**config.mk**
```make
export PLATFORM = sky130hd
export DESIGN_NAME = seg_capture
export DESIGN_NICKNAME = d
export VERILOG_FILES = /design/src/rtl/seg_capture.sv
export SDC_FILE = /design/constraint.sdc
export NUM_CORES = 1
export LEC_CHECK = 0
export ABC_AREA = 1
export CORE_MARGIN = 4
export CORE_UTILIZATION = 32
export DETAILED_ROUTE_END_ITERATION = 10
export GPL_TIMING_DRIVEN = 1
export MAX_ROUTING_LAYER = met4
export SLEW_MARGIN = 25
export SYNTH_ARGS = -nofsm -noshare
export SYNTH_HDL_FRONTEND = slang
export SYNTH_SLANG_ARGS = --single-unit
```
**constraint.sdc**
```tcl
create_clock -name clk -period 3.2 [get_ports clk]
set_input_delay 0.32 -clock clk [delete_from_list [all_inputs] [get_ports clk]]
set_output_delay 0.32 -clock clk [all_outputs]
set_load 0.02 [all_outputs]
```
**src/rtl/seg_capture.sv**
```systemverilog
// Receive side of the multiplexed seven-segment link.
// Rebuilds four digit codes and the dp mask from an in-order anode sweep.
module seg_capture #(
    parameter int STABLE_CYCLES = 1,
    parameter int TIMEOUT       = 1024
) (
    input  logic       clk,
    input  logic       reset,
    input  logic [6:0] seg,
    input  logic [3:0] an,
    input  logic       dp,
    output logic [4:0] digit0,
    output logic [4:0] digit1,
    output logic [4:0] digit2,
    output logic [4:0] digit3,
    output logic [3:0] dp_out,
    output logic       frame_valid,
    output logic       frame_pulse,
    output logic       seq_err
);

    localparam logic [3:0]  RUN_HIT = 4'(STABLE_CYCLES);
    localparam logic [15:0] TO_LAST = 16'(TIMEOUT - 1);

    typedef enum logic {
        WAIT_SYNC = 1'b0,
        CAPTURE   = 1'b1
    } state_t;

    state_t      state, state_nx;
    logic [1:0]  exp_idx, exp_nx;
    logic [3:0]  s_an;
    logic [6:0]  s_seg;
    logic        s_dp;
    logic [3:0]  run;
    logic        last_vld;
    logic [1:0]  last_idx;
    logic [15:0] tcnt;
    logic [4:0]  shadow [4];
    logic        sh_dp  [4];
    logic        idx_vld;
    logic [1:0]  idx;
    logic [4:0]  code;
    logic        same;
    logic        accept;
    logic        timeout_hit;
    logic        store;
    logic        commit;
    logic        err;

    assign same = {an, seg, dp} == {s_an, s_seg, s_dp};

    always_ff @(posedge clk) begin
        if (reset) begin
            s_an  <= '1;
            s_seg <= '1;
            s_dp  <= 1'b1;
            run   <= '0;
        end else begin
            s_an  <= an;
            s_seg <= seg;
            s_dp  <= dp;
            run   <= same ? ((run == 4'd15) ? run : run + 4'd1) : 4'd1;
        end
    end

    always_comb begin
        idx_vld = 1'b1;
        idx     = 2'd0;
        unique case (s_an)
            4'b1110: idx = 2'd0;
            4'b1101: idx = 2'd1;
            4'b1011: idx = 2'd2;
            4'b0111: idx = 2'd3;
            default: idx_vld = 1'b0;
        endcase
    end

    always_comb begin
        case (s_seg)
            7'b1000000: code = 5'd0;
            7'b1111001: code = 5'd1;
            7'b0100100: code = 5'd2;
            7'b0110000: code = 5'd3;
            7'b0011001: code = 5'd4;
            7'b0010010: code = 5'd5;
            7'b0000010: code = 5'd6;
            7'b1111000: code = 5'd7;
            7'b0000000: code = 5'd8;
            7'b0011000: code = 5'd9;
            7'b1111111: code = 5'd10;
            default:    code = 5'd31;
        endcase
    end

    // A held digit is taken once: the run must hit the target exactly
    assign accept = idx_vld && run == RUN_HIT
                    && !(last_vld && last_idx == idx);
    assign timeout_hit = !accept && tcnt == TO_LAST;

    always_ff @(posedge clk) begin
        if (reset) begin
            state   <= WAIT_SYNC;
            exp_idx <= 2'd0;
        end else begin
            state   <= state_nx;
            exp_idx <= exp_nx;
        end
    end

    always_comb begin
        state_nx = state;
        exp_nx   = exp_idx;
        if (accept) begin
            unique case (state)
                WAIT_SYNC: begin
                    if (idx == 2'd0) begin
                        state_nx = CAPTURE;
                        exp_nx   = 2'd1;
                    end
                end
                CAPTURE: begin
                    if (idx == exp_idx) begin
                        exp_nx = exp_idx + 2'd1;
                    end else if (idx == 2'd0) begin
                        exp_nx = 2'd1;
                    end else begin
                        state_nx = WAIT_SYNC;
                        exp_nx   = 2'd0;
                    end
                end
            endcase
        end else if (timeout_hit) begin
            state_nx = WAIT_SYNC;
            exp_nx   = 2'd0;
        end
    end

    always_comb begin
        store  = 1'b0;
        commit = 1'b0;
        err    = 1'b0;
        if (accept) begin
            err = code == 5'd31;
            unique case (state)
                WAIT_SYNC: store = idx == 2'd0;
                CAPTURE: begin
                    if (idx == exp_idx) begin
                        store  = 1'b1;
                        commit = idx == 2'd3;
                    end else begin
                        err   = 1'b1;
                        store = idx == 2'd0;
                    end
                end
            endcase
        end
    end

    always_ff @(posedge clk) begin
        if (reset) begin
            digit0      <= 5'd10;
            digit1      <= 5'd10;
            digit2      <= 5'd10;
            digit3      <= 5'd10;
            dp_out      <= '0;
            frame_valid <= 1'b0;
            frame_pulse <= 1'b0;
            seq_err     <= 1'b0;
            last_vld    <= 1'b0;
            last_idx    <= 2'd0;
            tcnt        <= '0;
            for (int i = 0; i < 4; i++) begin
                shadow[i] <= '0;
                sh_dp[i]  <= 1'b0;
            end
        end else begin
            frame_pulse <= commit;
            seq_err     <= err;
            if (store) begin
                shadow[idx] <= code;
                sh_dp[idx]  <= ~s_dp;
            end
            if (commit) begin
                digit0      <= shadow[0];
                digit1      <= shadow[1];
                digit2      <= shadow[2];
                digit3      <= code;
                dp_out      <= {~s_dp, sh_dp[2], sh_dp[1], sh_dp[0]};
                frame_valid <= 1'b1;
            end else if (timeout_hit) begin
                frame_valid <= 1'b0;
            end
            if (accept) begin
                tcnt     <= '0;
                last_vld <= 1'b1;
                last_idx <= idx;
            end else if (timeout_hit) begin
                tcnt     <= '0;
                last_vld <= 1'b0;
            end else begin
                tcnt <= tcnt + 16'd1;
            end
        end
    end

endmodule

```
Word level (Yosys, flattened, before mapping). Memories as Yosys holds them, arrays and structs flattened. A register that Yosys moved wholly into a read port is not among the register bits. Cells that the tools add are included.

Flip-flop bits (word level): 50. Memory bits (writable): 24. Output and inout bits: 27. Word-level logic and storage cells: 102. Memories kept: 2.

Add/subtract/negate cells: 3. Eq/ne operators: 24. Multiplexer cells: 37. Bitwise gates (word level): 4. Reductions and logical operators: 17.

Memory list: shadow (depth 4, width 5, read ports 3, clocked after memory_dff 3, write ports 4, line 39) `logic [4:0] shadow [4];`; sh_dp (depth 4, width 1, read ports 3, clocked after memory_dff 3, write ports 4, line 40) `logic sh_dp [4];`.

Operators with widths (number): case mux 5 bit (11 select lines) (1); == test 7 bit, second input constant (4); 2-to-1 mux 1 bit (25); == test 7 x 5 -> 1 bit, second input constant (3); adder 16 x 1 -> 16 bit, second input constant (1); == test 16 x 10 -> 1 bit, second input constant (1); == test 4 bit, second input constant (4); == test 7 x 6 -> 1 bit, second input constant (2); == test 12 bit (1); 2-to-1 mux 2 bit (6); == test 7 x 2 -> 1 bit, second input constant (1); logical NOT 7 bit (1); case mux 2 bit (3 select lines) (1); == test 5 bit, second input constant (1); 2-to-1 mux 5 bit (1); OR reduction 5 bit (1); adder 4 x 1 -> 4 bit, second input constant (1); == test 2 bit (2); == test 4 x 1 -> 1 bit, second input constant (1); == test 4 x 3 -> 1 bit, second input constant (1); logical AND 1 bit (4); inverter 1 bit (4); case mux 1 bit (2 select lines) (2); case mux 2 bit (2 select lines) (1); 12 further kinds (15).

Longest topological paths before layout. Gate-level depths: netlist (run 1).

Word-level depth: 12. Mapped depth: 13. Depth with buffers taken out: 13.

Least setup slack after synthesis (run 1). Ideal clock, no wire load.

Kind: register to register. From: reg s_an[2]. To: mem sh_dp[0] (enable). Setup time: 0.318 ns. Arrival: 1.494 ns. Required time: 2.882 ns. Setup slack: 1.388 ns. Stages on the path, launching flop included: 9. Buffers on the path: 0. Clock period less this slack: 1.812 ns. Cells stage by stage: dfxtp_1 > nand2_1 > inv_1 > nand3_1 > a31oi_4 > nand3_2 > nor2_2 > nand3_2 > nand2_1.

RTL lines: start, declared (line 32) `logic [3:0] s_an;`; start signal, assigned (line 60) `s_an <= an;`; end, declared (line 40).

Final worst setup path (run 1).
From: reg s_an[1]. To: reg digit3[3].

Longest elaborated chain between the ends: 7. Elaborated cells on any way between the ends: 17. Those cells by class: eq/ne (7); mux (5); reduce/logical (5).

Ends and longest elaborated chain: == test 4 x 3 -> 1 bit or == test 4 bit (tied branches) (line 70) `unique case (s_an)`; case mux 2 bit (3 select lines) (line 70); == test 2 bit (line 98) `&& !(last_vld && last_idx == idx);`; logical AND 1 bit (line 98); logical NOT 1 bit (line 98); logical AND 1 bit (line 98); 2-to-1 mux 1 bit (*) (line 143) `if (accept) begin`; end signal, assigned (line 188) `digit3 <= code;`; end, declared (line 15) `output logic [4:0] digit3,`.

Mark *: on every way between the ends. The rest lies on a longest branch, timed or not. A chain may end at the register's enable or synchronous reset.

==> results.toml, run 1 <==
[logic_synthesis]
avgSynthCellArea_um2 = 8.03
synthFlopType = "dfxtp_1"
synth_edf_count = 18
ys_async_sr_fraction_pct = 0
ys_types = 31
synth_cells = 468
synth_seq_cells = 83
syn_area_mm2 = 0.00376
ys_seq_area_share_pct = 49.0
syn_nets = 485
ys_warn_count = 0

[power_and_ir_drop]
power_per_cell_area_mw_per_mm2 = 490
ir_drop_uv = 247
p_int_uw = 1710
clock_power_share_pct = 42.3
seqPwrFrac_pct = 50.2
power.switching_uw = 525
power.leakage_uw = 0.00189
p_sw_share_pct = 23.5
pwr-share-comb_pct = 7.5

[sta]
finalClockSkew_ps = 8.98
setup_viol = 0
hold_viol = 0
fmax_ghz = 0.406
worstMarginPinSlew_ps = 815
rsz0062_at_grt = "no"
final_max_slew_viol_count = 0
max-slew-margin-rel_pct = 45.5
tns_ps = 0
min_period_ps = 2460
period_share_pct = 77.0

[clocking]
clkLatencyLatePin_ps = 330
clock-sinks = 83
cts_setup_buffers = 0
holdBufCountCts = 0
cts_max_level = 3
clkTransAtPathRegs_ps = 60
cts_buffer_depth = 2
cts_tree = "yes"
root_buffer = "clkbuf_16"
cts_buffers = 9
cts_resized = 0

[floorplan]
fp.dieW_um = 116
coreArea_mm2 = 0.0115
num_rows = 39
initial_core_util_pct = 32.8
die_area_mm2 = 0.0135
pin_count = 41
die_h_um = 116

[worst_setup_path]
slowest_delay_ps = 700
rr_endpoint = "digit3[3]"
worstPathArrival_ps = 2680
criticalPathCategory = "reg -> reg"
worstReg2RegStart = "s_an[1]"
crit_chain = "nand4_1, inv_1, nand3_1, nor2_2, nand3_1, a21oi_1, nand2_1"
rr_worst_depth = 7
cpMaxStageDelayCell = "nand3_1"
crit_fanout = 22
r2r_slack_ps = 740
required_ps = 3420
setup.worst_path.end_class = "flop"
cp_common_cell = "nand3_1"
start_kind = "flop"

[detailed_routing]
post_drt_wl_per_cell_um = 11.5
drc = 0
detail_route.vias_per_cell = 4.60
drtIter0Drc = 153
drtAntennaViolNets = 0
dr.pass1.iters = 4
totalWireLength_mm = 7.59
num_vias = 3024

[global_routing]
grt_pass1_wl_mm = 13.3
antenna_found_initial = 0
grt_usage_pct = 12.6
grt_max_degree = 27
grt-busiest-layer = "met2"
grt.met3_usage_pct = 3.37
grt-ovfl-total = 0
use_met1_pct = 16.3
use_met2_pct = 19.4
grt_pass1_vias = 2966

[hold_path]
worstHoldPathType = "reg -> reg"
hold-path-endpoint = "digit1[3]"
hp-start = "shadow[1][3]"
hold_depth = 2

[layout]
finish.utilization_pct = 39.7
n_antenna_cell = 0
drive_above_1_share_pct = 10.3
syn_to_final_growth_pct = 21.2
final-seq-area_mm2 = 0.00184
fillers = 1154
num-nets-final = 527
multi_input_area_mm2 = 0.00166

[placement]
place.gp.congestion = 0.861
dpl.hpwl_mm = 5.73
io_buffers = 40

[job]
cap_viol_max_count = 0

[outcome]
outcome = "finished, final reports clean"
==> synthesized netlist by cell type, types with 2 or more instances <==
| cell | count | area, µm² |
|---|---|---|
| dfxtp_1 | 65 | 1300 |
| a21oi_1 | 23 | 115 |
| nand4_1 | 9 | 56.3 |
| o21ai_0 | 9 | 45.0 |
| nand2_1 | 101 | 379 |
| nor2_1 | 59 | 221 |
| buf_4 | 3 | 22.5 |
| inv_2 | 3 | 11.3 |
| nor3_1 | 3 | 15.0 |
| buf_6 | 2 | 22.5 |
| ha_1 | 3 | 37.5 |
| nand3_1 | 49 | 245 |
| nand2_2 | 2 | 12.5 |
| nand3_2 | 4 | 40.0 |
| clkbuf_1 | 5 | 18.8 |
| nor4_1 | 3 | 18.8 |
| nand2_4 | 4 | 45.0 |
| or2_2 | 8 | 50.1 |
| nor2_2 | 14 | 87.6 |
| inv_1 | 47 | 176 |
| xnor2_1 | 9 | 78.8 |
| edfxtp_1 | 18 | 541 |
| xor2_1 | 15 | 131 |
| nand3b_1 | 3 | 22.5 |
==> kinds of logic after synthesis <==
group | Yosys count | share of synthesized area [%]
multiplexers | 1 | 0.266
buffers and inverters | 62 | 6.92
adder cells (fa/ha/maj) | 3 | 0.998
flip-flops | 83 | 49.0
XOR/XNOR | 24 | 5.59
AO/OA/AOI/OAI | 35 | 5.19
AND/OR/NAND/NOR | 260 | 32.0
==> layout by cell type, fill, tap and decap left out, drive strengths merged <==
master / n
o21ai: 9
nand3: 53
nor4: 3
clkinvlp: 1
clkbuf: 12
mux2i: 1
xnor2: 9
clkdlybuf4s50: 40
a31oi: 2
a21oi: 23
nand3b: 3
inv: 51
edfxtp: 18
or2: 8
clkinv: 3
ha: 3
nand2: 107
nor3: 3
nor2: 74
o211ai: 1
xor2: 15
dfxtp: 65
buf: 2
nand4: 9
==> cell type report <==
cell class,count,share of cell area [%]
multi-input cells,323,36.4
repair buffers,42,9.11
flip-flops and latches,83,40.4
well taps,143,3.93
clock inverters,4,0.576
inverters,51,4.20
clock buffers,12,5.41
==> how the worst max path moves through the flow <==
stage | startpoint | to | cells after the start
finish | s_an[1] | digit3[3] | 7
CTS | s_an[1] | digit3[3] | 7
global route | s_an[1] | digit3[3] | 7
detailed placement | s_an[1] | digit3[3] | 7
floorplan | s_an[2] | sh_dp[0] | 8
global placement | s_an[1] | digit3[3] | 7
==> worst max-delay path, delay by kind of cell, from the launching register on <==
family	cells	cell delay (ps)
buffers and inverters	1	130
DFF	1	410
AOI/OAI and AO/OA	1	320
and+or+nand+nor	5	1480
==> metal layers <==
| metal | wire [µm] | vias to the layer above |
|---|---|---|
| met5 | 0 | - |
| li1 | - | 1592 |
| met1 | 3750 | 1380 |
| met4 | 89 | 0 |
| met3 | 309 | 8 |
| met2 | 3440 | 44 |
==> registers in the layout (all words and copies together), names as in the netlist, 4 cells and up <==
signal,cells
run,4
dp_out,4
shadow,15
digit0,5
s_an,4
digit3,5
digit1,5
digit2,5
tcnt,16
s_seg,7
==> power groups by stage <==
stage | registers (µW) | clock network, µW | logic (µW)
finish | 1120 | 944 | 168
global route | 1120 | 1020 | 193
CTS | 1120 | 973 | 170
detailed placement | 1140 | 0 | 169
global placement | 1140 | 0 | 166
floorplan | 1140 | 0 | 124
==> per-stage QoR <==
step | power [µW] | setup slack, ps | instance area (µm²) | hold slack [ps] | std cells
2_1_floorplan | 1260 | 1390 | 3760 | 413 | 468
3_3_place_gp | 1310 | 742 | 4290 | 438 | 642
3_5_place_dp | 1310 | 690 | 4290 | 445 | 642
4_1_cts | 2260 | 689 | 4560 | 458 | 658
5_1_grt | 2330 | 319 | 4560 | 475 | 658
6_report | 2230 | 737 | 4560 | 449 | 658
No activity file was read; power rests on OpenSTA's default activity.
==> inputs of run 2 (changes only) <==
clock period = 2.1 ns   (was 3.2 ns; I/O delays follow)
==> run 2 against run 1 <==
Net effect:
- combinational power is 57% higher
- via count is 1.7% higher
- total power is 69% higher
- clock-buffer cell count is 2 lower
- design area is 3.4% higher
- non-clock buffer count is 9 higher
==> results.toml, run 2 (synthesized netlist as in run 1, its figures left out) <==
[outcome]
outcome = "finished, final reports clean"

[placement]
io_buffers = 40
dp_cells = 650
place.gp.congestion = 0.880
dpl.hpwl_mm = 5.95
dpl-instance-area_mm2 = 0.00435

[global_routing]
antenna_found_initial = 0
grt_usage_pct = 13.0
grt_pass1_vias = 3007
grt-ovfl-total = 0
grt_max_degree = 26
grt_pass1_wl_mm = 13.7

[worst_setup_path]
cp.depth = 8
rr_endpoint = "shadow[2][3]"
r2r_slack_ps = 220
required_ps = 2130
criticalPathCategory = "reg -> reg"
worstPathArrival_ps = 1920
cp-startpoint = "s_an[2]"
crit_chain = "nand2_1, inv_1, nand3_1, a31oi_4, nand3_2, nor2_2, nand3_2, nand2_2"
cp_common_cell = "nand3_2"
crit_fanout = 6
rr_worst_depth = 8
setup.worst_path.end_class = "flop"
crit_buf_inv = 1
worstReg2RegStart = "s_an[2]"
crit_family = "simple AND/OR/NAND/NOR gates"
slowest_delay_ps = 390
crit_path_end = "shadow[2][3]"
cpMaxStageDelayCell = "dfxtp_1"
start_kind = "flop"

[clocking]
cts_buffer_depth = 2
holdBufCountCts = 0
clock-sinks = 83
cts_max_level = 3
clkLatencyLatePin_ps = 340
clkTransAtPathRegs_ps = 60
cts_tree = "yes"
root_buffer = "clkbuf_16"
cts_buffers = 9

[sta]
min_period_ps = 1880
period_share_pct = 89.6
tns_ps = 0
finalClockSkew_ps = 10.5
max-slew-margin-rel_pct = 78.5
setup_viol = 0
final_max_slew_viol_count = 0
rsz0062_at_grt = "no"
fmax_ghz = 0.531
worstMarginPinSlew_ps = 321
hold_viol = 0

[detailed_routing]
post_drt_wl_per_cell_um = 11.8
num_vias = 3076
drtAntennaViolNets = 0
drc = 0
dr.pass1.iters = 4
detail_route.vias_per_cell = 4.61
drtIter0Drc = 118
totalWireLength_mm = 7.90

[power_and_ir_drop]
power.leakage_uw = 0.00198
totalPowerFinal_uw = 3780
ir_drop_uv = 406
power_per_cell_area_mw_per_mm2 = 802

[layout]
n_antenna_cell = 0
num-nets-final = 536
final_cells = 667
regMostFlops = "tcnt"
top_regs = "tcnt: 16 flops, shadow: 15 flops, s_seg: 7 flops"
final_cell_area_mm2 = 0.00471
syn_to_final_growth_pct = 25.3
drive_above_1_share_pct = 13.0
fillers = 1104
final-seq-area_mm2 = 0.00184
largest_register_ffs = 16
final_common_cell = "nand2_1"
most-common-layout-cells = "99 x nand2_1, 64 x dfxtp_1, 58 x nor2_1"
multi_input_area_mm2 = 0.00167

[floorplan]
die_h_um = 116
coreArea_mm2 = 0.0115
pin_count = 41
die_area_mm2 = 0.0135
fp.dieW_um = 116
num_rows = 39
initial_core_util_pct = 32.8

[job]
cap_viol_max_count = 0

[hold_path]
hold_depth = 3
hp-start = "dp"
worstHoldPathType = "in -> reg"
==> run 2: changes by cell type in the layout (fill, tap and decap cells not counted), moves of 2 or more <==
cell       before  now
buf_4           2   11
bufinv_16       0    2
clkbuf_1        2    0
clkinv_2        2    0
inv_6           1    3
nand2_1       101   99
nand2_2         2    4
==> run 2: what timing repair did <==
action                                  4_1_cts  5_1_grt
buffers inserted                              0        1
endpoints found under the setup margin        0       19
gates resized for setup                       0        6
==> run 2: tightest hold or removal path, stage by stage <==
cell             delay (ps)
clkdlybuf4s50_1         440
inv_1                    60
nand2_1                  40
==> run 2: routing by layer <==
metal	wire, µm	global-route usage (%)	share of wire [%]	vias to the layer above
li1	-	-	-	1613
met1	3920	16.5	50	1392
met2	3530	20.3	45	58
met3	333	3.37	4.2	13
met4	118	4.25	1.5	0
met5	0	-	0	-
==> run 2: where the power goes <==
group	switching (µW)	total, µW	internal (µW)
Clock	673	1810	1140
Combinational	164	264	99.5
Sequential	35.9	1710	1670
==> run 2: final cells by class <==
cell class	instances	share of cell area (%)
sequential	83	39.1
multi-input combinational	323	35.3
timing repair buffer	51	10.2
clock buffer	10	5.31
inverter	51	4.12
tap	143	3.80
clock inverter	6	2.07
==> run 2: stage by stage <==
step / utilization [%] / hold WS, ps / setup WS, ps
5_1_grt: 41.1 / 472 / 19.0
3_5_place_dp: 37.9 / 438 / 104
4_1_cts: 40.9 / 456 / 98.3
3_3_place_gp: 37.9 / 438 / 213
6_report: 41.1 / 461 / 217
2_1_floorplan: - / 303 / 288
==> run 2: worst min path at each step <==
stage,to,slack (ps)
after floorplan,s_dp,300
after global placement,tcnt[0],440
after detailed placement,digit1[3],440
after CTS,s_dp,460
after global routing,s_dp,470
final,s_dp,460
==> inputs of run 3 (changes only) <==
CORE_ASPECT_RATIO = 1.75   (was not set)
GPL_ROUTABILITY_DRIVEN = 1   (was not set)
==> run 3 against run 2 <==
Net effect:
- register-to-register slack is essentially flat
- core utilization shrank 0.22 points
- sequential power is essentially flat
- critical path type unchanged
==> results.toml, run 3 (synthesized netlist as in run 1, its figures left out) <==
[sta]
hold_viol = 0
rsz0062_at_grt = "no"
finalHoldWorstSlack_ps = 456
fmax_ghz = 0.531
min_period_ps = 1880
max-slew-margin-rel_pct = 78.7
setup_ws_ps = 218
period_share_pct = 89.6
worstMarginPinSlew_ps = 320
tns_ps = 0
setup_viol = 0
finalClockSkew_ps = 5.29
final_max_slew_viol_count = 0

[worst_setup_path]
criticalPathCategory = "reg -> reg"
worstReg2RegStart = "s_an[0]"
cp-startpoint = "s_an[0]"
rr_endpoint = "shadow[0][1]"
worstPathArrival_ps = 1920
slowest_delay_ps = 370
r2r_slack_ps = 220
crit_chain = "inv_1, nor2_2, nand2_4, a21oi_1, nor2_1, nand2_2, nand3_2, nor2_2, nand3_2, nand2_2"
crit_path_end = "shadow[0][1]"
crit_fanout = 7
cpMaxStageDelayCell = "dfxtp_1"
rr_worst_depth = 10
start_kind = "flop"
required_ps = 2140
setup.worst_path.end_class = "flop"

[clocking]
cts_buffer_depth = 2
clkLatencyLatePin_ps = 330
holdBufCountCts = 0
clock-sinks = 83
root_buffer = "clkbuf_16"
clkTransAtPathRegs_ps = 60
cts_tree = "yes"
cts_setup_buffers = 0
cts_buffers = 9
cts_max_level = 3

[detailed_routing]
post_drt_wl_per_cell_um = 12.7
drc = 0
drtAntennaViolNets = 0
num_vias = 3070
drtIter0Drc = 169
detail_route.vias_per_cell = 4.64
totalWireLength_mm = 8.39
dr.pass1.iters = 5

[global_routing]
grt-ovfl-total = 0
grt_max_degree = 26
antenna_found_initial = 0
grt_usage_pct = 13.3
grt_pass1_wl_mm = 14.1
grt_pass1_vias = 3118

[outcome]
outcome = "finished, final reports clean"

[floorplan]
initial_core_util_pct = 32.6
fp.dieW_um = 89.9
die_h_um = 151
num_rows = 52
pin_count = 41
coreArea_mm2 = 0.0115
die_area_mm2 = 0.0136

[layout]
top_regs = "tcnt: 16 flops, shadow: 15 flops, s_seg: 7 flops"
final_cell_area_mm2 = 0.00471
final_common_cell = "nand2_1"
fillers = 1128
num-nets-final = 539
final_cells = 662
regMostFlops = "tcnt"
syn_to_final_growth_pct = 25.2
largest_register_ffs = 16
n_antenna_cell = 0
drive_above_1_share_pct = 13.3
most-common-layout-cells = "99 x nand2_1, 65 x dfxtp_1, 57 x nor2_1"

[power_and_ir_drop]
ir_drop_uv = 404
p_sw_share_pct = 22.9
power.leakage_uw = 0.00198
power.switching_uw = 837
pwr-share-comb_pct = 7.6
seqPwrFrac_pct = 46.7
p_int_uw = 2820
power_per_cell_area_mw_per_mm2 = 778
clock_power_share_pct = 45.7

[job]
cap_viol_max_count = 0

[placement]
dp_cells = 646
place.gp.congestion = 0.844
dpl-instance-area_mm2 = 0.00438
dpl.hpwl_mm = 6.41
io_buffers = 40
preCtsSetupSlack_ps = 151

[hold_path]
worstHoldPathType = "reg -> reg"
## run 3: metrics by stage
stage,util (%),total power (µW)
4_1_cts,40.8,3700
6_report,40.9,3660
2_1_floorplan,-,1920
3_3_place_gp,38.0,2020
3_5_place_dp,38.0,2020
5_1_grt,40.9,3790
## run 3: worst min-delay path by stage
stage,cells after the start,endpoint,start
final,2,digit2[3],shadow[2][3]
after global routing,3,s_seg[5],seg[5]
after CTS,2,digit2[3],shadow[2][3]
after detailed placement,2,digit2[3],shadow[2][3]
after global placement,2,digit2[3],shadow[2][3]
after floorplan,2,s_dp,dp
## run 3: repair_timing
| item | CTS | global route |
|---|---|---|
| gates resized for setup | 0 | 4 |
| endpoints found under the setup margin | 0 | 22 |
| hold endpoints to repair | 0 | 0 |
## run 3: layout make-up
type	count	area, µm²	share of cell area, %
Sequential cell	83	1840	39.1
Multi-Input combinational cell	323	1670	35.4
Timing Repair Buffer	54	518	11.0
Clock buffer	10	229	4.86
Inverter	51	191	4.07
Tap cell	135	169	3.59
Clock inverter	6	90.1	1.91
## run 3: power groups by stage
stage | clock, µW | combinational (µW) | sequential, µW
6_report | 1670 | 278 | 1710
5_1_grt | 1770 | 314 | 1710
4_1_cts | 1710 | 281 | 1710
3_5_place_dp | 0 | 279 | 1740
3_3_place_gp | 0 | 276 | 1740
2_1_floorplan | 0 | 189 | 1730
## run 3: routing by layer
metal  track usage (%)  wire (µm)  up-vias  share of wire [%]
met5                 -          0        -                  0
met4              6.37        174        0                2.1
met3              1.84        166        9                2.0
met2              25.3       4680       39                 56
met1              13.3       3370     1415                 40
li1                  -          -     1607                  -
## run 3: worst max-delay path: cells and delay by family, from the launching register on
family | cells | cell delay (ps)
flops | 1 | 370
compound gates | 1 | 150
buf+inv | 1 | 90
simple gates | 8 | 980
